[src/rtl/md_if.sv]
// Issue/result bundle between the control path and the multiply/divide unit.
// The control path drives the request; the unit returns status and HI/LO.
interface md_if #(parameter int WIDTH = 32);
  logic             start;
  logic [2:0]       op;
  logic [WIDTH-1:0] in1;
  logic [WIDTH-1:0] in2;
  logic             busy;
  logic             done;
  logic [WIDTH-1:0] hi;
  logic [WIDTH-1:0] lo;

  modport master (output start, op, in1, in2, input busy, done, hi, lo);
  modport slave  (input start, op, in1, in2, output busy, done, hi, lo);
endinterface

[src/rtl/md_unit.sv]
// Iterative multiply/divide unit with HI/LO registers: 32-step shift-add multiply,
// 32-step restoring divide, then one FIX cycle that applies signs and writes HI/LO.
//
// state | meaning
// IDLE  | waiting for start; mthi/mtlo complete here in one cycle
// MUL   | shift-add iteration, one multiplier bit per cycle
// DIV   | restoring division, one quotient bit per cycle
// FIX   | sign correction, HI/LO write, done pulse
module md_unit #(
  parameter int WIDTH = 32
) (
  input logic clk,
  input logic reset,
  md_if.slave bus
);

  typedef enum logic [1:0] {IDLE, MUL, DIV, FIX} state_t;

  state_t               state_q, state_d;
  logic [4:0]           cnt_q, cnt_d;
  logic [2*WIDTH-1:0]   prod_q, prod_d;
  logic [WIDTH-1:0]     opnd_q, opnd_d;
  logic                 neg_q, neg_d;
  logic                 neg_rem_q, neg_rem_d;
  logic                 dz_q, dz_d;
  logic                 is_div_q, is_div_d;
  logic [WIDTH-1:0]     hi_q, hi_d;
  logic [WIDTH-1:0]     lo_q, lo_d;
  logic                 done_q, done_d;

  logic                 sgn_op;
  logic [WIDTH-1:0]     mag1, mag2;
  logic [WIDTH:0]       sum, shifted, diff;
  logic [2*WIDTH-1:0]   prod_fix;
  logic [WIDTH-1:0]     quo, rem;

  // Magnitude of 0x80000000 is itself when read as unsigned, so WIDTH bits suffice.
  always_comb begin
    sgn_op = bus.op[0];
    mag1   = (sgn_op && bus.in1[WIDTH-1]) ? (~bus.in1 + 1'b1) : bus.in1;
    mag2   = (sgn_op && bus.in2[WIDTH-1]) ? (~bus.in2 + 1'b1) : bus.in2;
  end

  always_comb begin
    state_d   = state_q;
    cnt_d     = cnt_q;
    prod_d    = prod_q;
    opnd_d    = opnd_q;
    neg_d     = neg_q;
    neg_rem_d = neg_rem_q;
    dz_d      = dz_q;
    is_div_d  = is_div_q;
    hi_d      = hi_q;
    lo_d      = lo_q;
    done_d    = 1'b0;
    sum       = '0;
    shifted   = '0;
    diff      = '0;
    prod_fix  = '0;
    quo       = '0;
    rem       = '0;

    case (state_q)
      IDLE: begin
        if (bus.start) begin
          case (bus.op)
            3'b000, 3'b001: begin
              state_d   = MUL;
              is_div_d  = 1'b0;
              cnt_d     = 5'd31;
              prod_d    = {{WIDTH{1'b0}}, mag2};
              opnd_d    = mag1;
              neg_d     = sgn_op & (bus.in1[WIDTH-1] ^ bus.in2[WIDTH-1]);
              neg_rem_d = 1'b0;
              dz_d      = 1'b0;
            end
            3'b010, 3'b011: begin
              state_d   = DIV;
              is_div_d  = 1'b1;
              cnt_d     = 5'd31;
              prod_d    = {{WIDTH{1'b0}}, mag1};
              opnd_d    = mag2;
              neg_d     = sgn_op & (bus.in1[WIDTH-1] ^ bus.in2[WIDTH-1]);
              neg_rem_d = sgn_op & bus.in1[WIDTH-1];
              dz_d      = (bus.in2 == '0);
            end
            3'b100: begin
              hi_d   = bus.in1;
              done_d = 1'b1;
            end
            3'b101: begin
              lo_d   = bus.in1;
              done_d = 1'b1;
            end
            default: ;
          endcase
        end
      end
      MUL: begin
        sum    = {1'b0, prod_q[2*WIDTH-1:WIDTH]} + (prod_q[0] ? {1'b0, opnd_q} : '0);
        prod_d = {sum, prod_q[WIDTH-1:1]};
        if (cnt_q == 5'd0) state_d = FIX;
        else               cnt_d   = cnt_q - 5'd1;
      end
      DIV: begin
        // Partial remainder stays below the divisor, so the shifted value fits WIDTH+1 bits.
        shifted = {prod_q[2*WIDTH-1:WIDTH], prod_q[WIDTH-1]};
        diff    = shifted - {1'b0, opnd_q};
        if (!diff[WIDTH]) prod_d = {diff[WIDTH-1:0], prod_q[WIDTH-2:0], 1'b1};
        else              prod_d = {shifted[WIDTH-1:0], prod_q[WIDTH-2:0], 1'b0};
        if (cnt_q == 5'd0) state_d = FIX;
        else               cnt_d   = cnt_q - 5'd1;
      end
      FIX: begin
        state_d = IDLE;
        done_d  = 1'b1;
        if (is_div_q) begin
          quo  = neg_q ? (~prod_q[WIDTH-1:0] + 1'b1) : prod_q[WIDTH-1:0];
          rem  = neg_rem_q ? (~prod_q[2*WIDTH-1:WIDTH] + 1'b1) : prod_q[2*WIDTH-1:WIDTH];
          lo_d = dz_q ? '1 : quo;
          hi_d = rem;
        end else begin
          prod_fix = neg_q ? (~prod_q + 1'b1) : prod_q;
          hi_d     = prod_fix[2*WIDTH-1:WIDTH];
          lo_d     = prod_fix[WIDTH-1:0];
        end
      end
      default: state_d = IDLE;
    endcase
  end

  always_ff @(posedge clk) begin
    if (reset) begin
      state_q   <= IDLE;
      cnt_q     <= '0;
      prod_q    <= '0;
      opnd_q    <= '0;
      neg_q     <= 1'b0;
      neg_rem_q <= 1'b0;
      dz_q      <= 1'b0;
      is_div_q  <= 1'b0;
      hi_q      <= '0;
      lo_q      <= '0;
      done_q    <= 1'b0;
    end else begin
      state_q   <= state_d;
      cnt_q     <= cnt_d;
      prod_q    <= prod_d;
      opnd_q    <= opnd_d;
      neg_q     <= neg_d;
      neg_rem_q <= neg_rem_d;
      dz_q      <= dz_d;
      is_div_q  <= is_div_d;
      hi_q      <= hi_d;
      lo_q      <= lo_d;
      done_q    <= done_d;
    end
  end

  assign bus.busy = (state_q != IDLE);
  assign bus.done = done_q;
  assign bus.hi   = hi_q;
  assign bus.lo   = lo_q;

endmodule

[src/flat_wrapper.sv]
// flat-port wrapper written by rule: the top's interface ports become plain ports
module md_unit_flat 
#(
  parameter int WIDTH = 32
)
  (clk, reset, bus_start, bus_op, bus_in1, bus_in2, bus_busy, bus_done, bus_hi, bus_lo);
  md_if #(.WIDTH(WIDTH)) bus_i ();
  input logic clk;
  input logic reset;
  input wire logic [$bits(bus_i.start)-1:0] bus_start;
  input wire logic [$bits(bus_i.op)-1:0] bus_op;
  input wire logic [$bits(bus_i.in1)-1:0] bus_in1;
  input wire logic [$bits(bus_i.in2)-1:0] bus_in2;
  output wire logic [$bits(bus_i.busy)-1:0] bus_busy;
  output wire logic [$bits(bus_i.done)-1:0] bus_done;
  output wire logic [$bits(bus_i.hi)-1:0] bus_hi;
  output wire logic [$bits(bus_i.lo)-1:0] bus_lo;
  assign bus_i.start = bus_start;
  assign bus_i.op = bus_op;
  assign bus_i.in1 = bus_in1;
  assign bus_i.in2 = bus_in2;
  assign bus_busy = bus_i.busy;
  assign bus_done = bus_i.done;
  assign bus_hi = bus_i.hi;
  assign bus_lo = bus_i.lo;
  md_unit #(.WIDTH(WIDTH)) u_core (.clk(clk), .reset(reset), .bus(bus_i));
endmodule
[config.mk]
export PLATFORM = sky130hd
export DESIGN_NAME = md_unit_flat
export DESIGN_NICKNAME = d
export VERILOG_FILES = /design/src/rtl/md_if.sv /design/src/rtl/md_unit.sv /design/src/flat_wrapper.sv
export SDC_FILE = /design/constraint.sdc
export NUM_CORES = 1
export LEC_CHECK = 0
export BUFFER_PORTS_ARGS = -buffer_cell sky130_fd_sc_hd__buf_4
export CORE_ASPECT_RATIO = 0.6
export CORE_MARGIN = 10
export CORE_UTILIZATION = 30
export DETAILED_ROUTE_END_ITERATION = 12
export REMOVE_ABC_BUFFERS = 1
export SLEW_MARGIN = 0
export SYNTH_ARGS = -nofsm -noshare
export SYNTH_HDL_FRONTEND = slang
export SYNTH_SLANG_ARGS = --single-unit
[constraint.sdc]
create_clock -name clk -period 4.63 [get_ports clk]
set_clock_uncertainty 0.1 [all_clocks]
set_input_delay 0.6945 -clock clk [delete_from_list [all_inputs] [get_ports clk]]
set_output_delay 0.6945 -clock clk [all_outputs]
set_load 0.02 [all_outputs]
==> reports/metrics.cfg, run 1 <==
[yosys]
synth_seq_cells=172
yosys_warnings=0
ys.flop_type=dfxtp_1
synth.cell_area_sq_um=14800
synth_cells=2049
async_reset_ff_frac=0
synthDistinctLibCells=80
yosysSeqAreaShare=0.232
avgSynthCellArea_sq_um=7.23
synth_edf_count=0

[clocking]
htree_num_levels=4
cts_root_buffer=clkbuf_16
numCtsBuffers=17
cts_sinks=172
post_cts_resized=0
cts_hold_buf=0
cts_tree=yes
cts_setup_buffers=0
insertion_delay_ns=0.47
path_clk_slew_ns=0.07
cts_buffer_depth=2

[floorplan]
fp.dieW_um=307
initial_core_util=0.306
core_sq_um=48300
rows=62
die-height_um=192
dieArea_sq_um=58900
io_pins=136

[worst_setup_path]
endpoint_kind=flop
crit_arrival_ns=4.35
critical_path_required_ns=4.86
critPathMaxStageDelay_ns=0.56
startpoint_type=flop
crit_path_frequent_cell=buf_4
cp_max_fo=7
slowest_stage=a221oi_1
crit_chain=inv_1 -> ha_1 -> fa_1 -> nor2b_1 -> o2111ai_1 -> a211oi_1 -> buf_4 -> o2111a_1 -> o21ai_0 -> nand4_1 -> nand3_2 -> a221oi_1 -> buf_4 -> nor3_1
critPathKind=flop to flop

[drt]
wirelength_mm=60.4
drc_errors=0
antenna_left=0
vias=16300
drtIter0Drc=1729
wl_per_cell_um=21.9
drtPass1Iterations=6
viasPerCell=5.90

[min_path]
min_path_type=flop to flop

[placed_design]
place.gp.congestion=0.962
dpl.cell_count=2727
portBuffers=135
dp_hpwl_mm=46.5

[timing]
period_minus_slack_ns=4.12
worst_pin_slew_ns=1.04
max_freq_ghz=0.243
relSlewSlack=0.307
finalHoldViolations=0
setup_violations=0
slew_viol_final=0
fin_tns_setup_ns=0
rsz0062_at_grt=no
fin_crit_sh=0.890

[pwr]
p_leak_nw=6.48
vdd_drop_max_uv=455
power_density_nw_per_um2=414

[layout]
diodes=0
fin_cells=2759
drive_above_1_share=0.118
mostFrequentLayoutCells=a21oi_1 (238), nand2_1 (237), nor2_1 (215)
num-nets-final=2253
mostFrequentLayoutCell=a21oi_1
area_delta_synth_final_pct=15.1

[global_route]
grt_pass1_wl_mm=91.1
antenna_found_initial=0
first_global_vias=14800
grt_max_degree=80
grt.total_usage=0.198
grt.overflow.total=0

[run_status]
outcome=complete, no violations

[flow_run]
drv_cap=0

[power by group]
| group | total [mW] | switching (mW) | leakage [nW] | internal, mW |
|---|---|---|---|---|
| logic | 3.50 | 2.27 | 4.80 | 1.23 |
| registers | 2.02 | 0.323 | 1.40 | 1.70 |
| clock network | 1.54 | 0.708 | 0.280 | 0.828 |
[metal layers]
metal | global-route usage | part of all wire | vias to the layer above
li1 | - | - | 7584
met1 | 0.290 | 0.48 | 7820
met2 | 0.269 | 0.39 | 823
met3 | 0.0739 | 0.12 | 54
met4 | 0.0337 | 0.010 | 2
met5 | 0.00996 | 0.0013 | -
[kinds of logic after synthesis]
kind of cell / Yosys count / share of synthesized area
adders and majority gates: 77 / 0.0661
and+or+nand+nor: 673 / 0.209
muxes: 43 / 0.0296
xor gates and xnor gates: 164 / 0.0970
buffers and inverters: 215 / 0.0563
AOI/OAI and AO/OA: 705 / 0.310
DFF: 172 / 0.232
[registers in the layout, indices dropped and copies added (netlist names)]
signal,cells
u_core.bus.done,1
u_core.bus.hi,32
u_core.bus.lo,32
u_core.cnt_q,5
u_core.dz_q,1
u_core.is_div_q,1
u_core.neg_q,1
u_core.neg_rem_q,1
u_core.opnd_q,32
u_core.prod_q,64
u_core.state_q,2
[synthesized netlist by cell type, types with 15 or more instances]
library cell	count	area [sq um]
inv_1	71	267
o31ai_1	27	203
nor4_1	18	113
clkbuf_1	123	462
nand3_1	28	140
nor2b_1	19	119
o211ai_1	62	465
or3_1	22	138
mux2i_1	37	370
o221ai_1	18	158
nor3_1	42	210
xnor2_1	88	771
xor2_1	76	666
nand4_1	15	93.8
a22oi_1	42	315
a21o_1	22	165
nand2_1	237	890
a21oi_1	240	1200
a31oi_1	18	113
nor2_1	219	822
nand2b_1	15	93.8
dfxtp_1	172	3440
a211oi_1	70	526
ha_1	75	938
o21ai_0	92	460
[path summary, 6_finish.rpt]
kind / slack [ns] / from / endpoint / cells past startpoint
min: 0.35 / u_core.bus.lo[26]$_SDFFE_PP0P_ / u_core.bus.lo[26]$_SDFFE_PP0P_ / 2
min reg2reg: 0.35 / u_core.bus.lo[26]$_SDFFE_PP0P_ / u_core.bus.lo[26]$_SDFFE_PP0P_ / 2
max reg2reg: 0.51 / u_core.prod_q[31]$_SDFFE_PP0P_ / u_core.prod_q[0]$_SDFFE_PP0P_ / 14
max: 0.51 / u_core.prod_q[31]$_SDFFE_PP0P_ / u_core.prod_q[0]$_SDFFE_PP0P_ / 14
[per-stage QoR]
step                       util  instance area [sq um]  setup slack (ns)  hold slack [ns]  total power, mW
after detailed placement  0.341                  16500             0.686            0.347             5.41
after CTS                 0.353                  17100             0.632            0.354             6.96
after global placement    0.341                  16500             0.729            0.343             5.37
after global routing      0.353                  17100             0.236            0.379             7.44
final                     0.353                  17100             0.511            0.354             7.06
after floorplan               -                  14200             0.163            0.326             4.18
[worst max-delay path: cells and delay by family, from the launching register on]
| family | cells | cell delay, ns |
|---|---|---|
| buf+inv | 3 | 0.60 |
| compound gates | 5 | 1.49 |
| simple gates | 4 | 0.63 |
| fa+ha+maj | 2 | 0.68 |
| flops | 1 | 0.46 |
[final cells by class]
class,count,area [sq um]
clock buffer,20,457
sequential,172,3440
timing repair buffer,181,1370
fill,5125,31300
clock inverter,12,135
tap,640,801
inverter,72,270
multi-input combinational,1662,10600
No activity file was read; power rests on OpenSTA's default activity.
==> inputs of run 2 (changes only) <==
--- a/config.mk
+++ b/config.mk
@@ -10,6 +10,7 @@
 export CORE_MARGIN = 10
 export CORE_UTILIZATION = 30
 export DETAILED_ROUTE_END_ITERATION = 12
+export RECOVER_POWER = 25
 export REMOVE_ABC_BUFFERS = 1
 export SLEW_MARGIN = 0
 export SYNTH_ARGS = -nofsm -noshare
==> run 2 against run 1 <==
Sequential cell count is the same. First-iteration DRC count is 3.6% higher. Worst hold slack barely moved. Cell area fell by 1.3%. Critical endpoint unchanged. Sequential power about the same. Combinational power about the same. Largest power group unchanged. Sequential share of layout area grew 0.27 points. Register-to-register slack got worse by 0.07 ns. Worst setup slack lost 0.069 ns. Maximum frequency shrank 1.6%. Clock power about the same. Via count grew 0.48%.
==> reports/metrics.cfg, run 2 (synthesized netlist as in run 1, its figures left out) <==
[timing]
fin_tns_setup_ns=0  ; unchanged
setup_violations=0  ; unchanged
worst_pin_slew_ns=1.07  ; +0.0266 ns
finalHoldViolations=0  ; unchanged
postLayoutSetupSlackWorst_ns=0.443  ; -0.0686 ns
relSlewSlack=0.289  ; -0.0178
fin_crit_sh=0.904  ; +0.0148
max_freq_ghz=0.239  ; -1.6%
period_minus_slack_ns=4.19  ; +0.0686 ns
rsz0062_at_grt=no
slew_viol_final=0  ; unchanged

[clocking]
cts_sinks=172  ; unchanged
cts_setup_buffers=0  ; unchanged
htree_num_levels=4  ; unchanged
post_cts_resized=0  ; unchanged
cts_root_buffer=clkbuf_16
cts_buffer_depth=2  ; unchanged
numCtsBuffers=17  ; unchanged
cts_tree=yes
insertion_delay_ns=0.48  ; about the same
path_clk_slew_ns=0.07  ; about the same
cts_hold_buf=0  ; unchanged

[placed_design]
place.gp.congestion=0.962  ; unchanged
dpl_cell_area_sq_um=16500  ; unchanged
dp_hpwl_mm=46.5  ; unchanged
portBuffers=135  ; unchanged
pre_cts_ws_ns=0.686  ; unchanged

[worst_setup_path]
reg2reg_slack_ns=0.44  ; -0.07 ns
cp_max_fo=7  ; unchanged
cp-endpoint=u_core.prod_q[0]$_SDFFE_PP0P_
endpoint_kind=flop
critPathKind=flop to flop
timing.rr.start=u_core.prod_q[31]$_SDFFE_PP0P_
crit_arrival_ns=4.42  ; +0.07 ns
cp-startpoint=u_core.prod_q[31]$_SDFFE_PP0P_
r2r-end=u_core.prod_q[0]$_SDFFE_PP0P_
critical_path_required_ns=4.87  ; about the same
reg2reg_depth=14  ; unchanged
startpoint_type=flop

[pwr]
p_total_mw=7.04  ; -0.32%
p_leak_nw=6.23  ; -3.9%
vdd_drop_max_uv=444  ; -2.3%
power_density_nw_per_um2=418  ; +1.0%

[drt]
wl_per_cell_um=21.9  ; about the same
drtIter0Drc=1791  ; +3.6%
wirelength_mm=60.4  ; about the same
viasPerCell=5.93  ; +0.48%
antenna_left=0  ; unchanged
drc_errors=0  ; unchanged
drtPass1Iterations=7  ; +1
vias=16400  ; +0.48%

[flow_run]
drv_cap=0  ; unchanged

[layout]
post-route-util=0.348  ; -0.00458
largest-register=u_core.prod_q
mostFrequentLayoutCells=a21oi_1 (238), nand2_1 (237), nor2_1 (215)
largest_register_ffs=64  ; unchanged
diodes=0  ; unchanged
num-nets-final=2253  ; unchanged
area_delta_synth_final_pct=13.6
drive_above_1_share=0.0897  ; -0.0278
stdcell_area_sq_um=16800  ; -1.3%
mostFrequentLayoutCell=a21oi_1

[global_route]
grt_max_degree=80  ; unchanged
grt_pass1_wl_mm=91.1  ; unchanged
grtUsageMet3=0.0739  ; unchanged
grtUsageMet1=0.290  ; unchanged
grt_most_used_layer=met1
antenna_found_initial=0  ; unchanged
grt_util_met2=0.269  ; unchanged
grt.overflow.total=0  ; unchanged
grt.total_usage=0.198  ; unchanged
first_global_vias=14800  ; unchanged

[run_status]
outcome=complete, no violations

[floorplan]
io_pins=136  ; unchanged
die-height_um=192  ; unchanged
fp.dieW_um=307  ; unchanged
core_sq_um=48300  ; unchanged
rows=62  ; unchanged
initial_core_util=0.306  ; unchanged
dieArea_sq_um=58900  ; unchanged

[min_path]
hold_depth=2  ; unchanged
min_path_type=flop to flop
hold_start=u_core.bus.hi[8]$_SDFFE_PP0P_

==> run 2: cell types whose count changed in the layout (fill, tap and decap cells not counted) <==
cell and delta:
buf_4 -59, clkbuf_1 +59
==> run 2: layout make-up <==
cell class | instances | area (sq um)
well taps | 640 | 801
multi-input cells | 1662 | 10600
repair buffers | 181 | 1150
clock buffers | 20 | 457
flip-flops and latches | 172 | 3440
fillers | 5200 | 31500
clock inverters | 12 | 135
inverters | 72 | 270
==> run 2: critical path, stage by stage (launching register included) <==
cell	delay, ns
dfxtp_1	0.47
inv_1	0.22
ha_1	0.26
fa_1	0.42
nor2b_1	0.18
o2111ai_1	0.17
a211oi_1	0.34
buf_4	0.20
o2111a_1	0.28
o21ai_0	0.14
nand4_1	0.17
nand3_2	0.24
a221oi_1	0.59
buf_4	0.21
nor3_1	0.04
==> run 2: worst min-delay path by stage <==
stage                                           endpoint  slack, ns
after global routing       u_core.opnd_q[2]$_SDFFE_PP0P_       0.38
after global placement    u_core.bus.lo[20]$_SDFFE_PP0P_       0.34
after detailed placement   u_core.opnd_q[7]$_SDFFE_PP0P_       0.35
final                      u_core.bus.hi[8]$_SDFFE_PP0P_       0.35
after floorplan           u_core.opnd_q[11]$_SDFFE_PP0P_       0.33
after CTS                  u_core.bus.hi[8]$_SDFFE_PP0P_       0.35
==> run 2: where the power goes <==
part | internal [mW] | leakage (nW) | switching (mW) | total (mW)
Sequential | 1.70 | 1.40 | 0.323 | 2.02
Clock | 0.828 | 0.280 | 0.712 | 1.54
Combinational | 1.20 | 4.55 | 2.28 | 3.48
==> run 2: per-layer routing <==
layer  vias to the layer above  wire, um
met3                        50      7730
met1                      7875     28600
met4                         2       617
met2                       854     23300
met5                         -        77
li1                       7580         -
==> run 2: through the flow <==
step | instances | hold WS (ns)
after floorplan | 1906 | 0.326
after global placement | 2727 | 0.343
after detailed placement | 2727 | 0.347
after CTS | 2759 | 0.354
after global routing | 2759 | 0.379
final | 2759 | 0.354
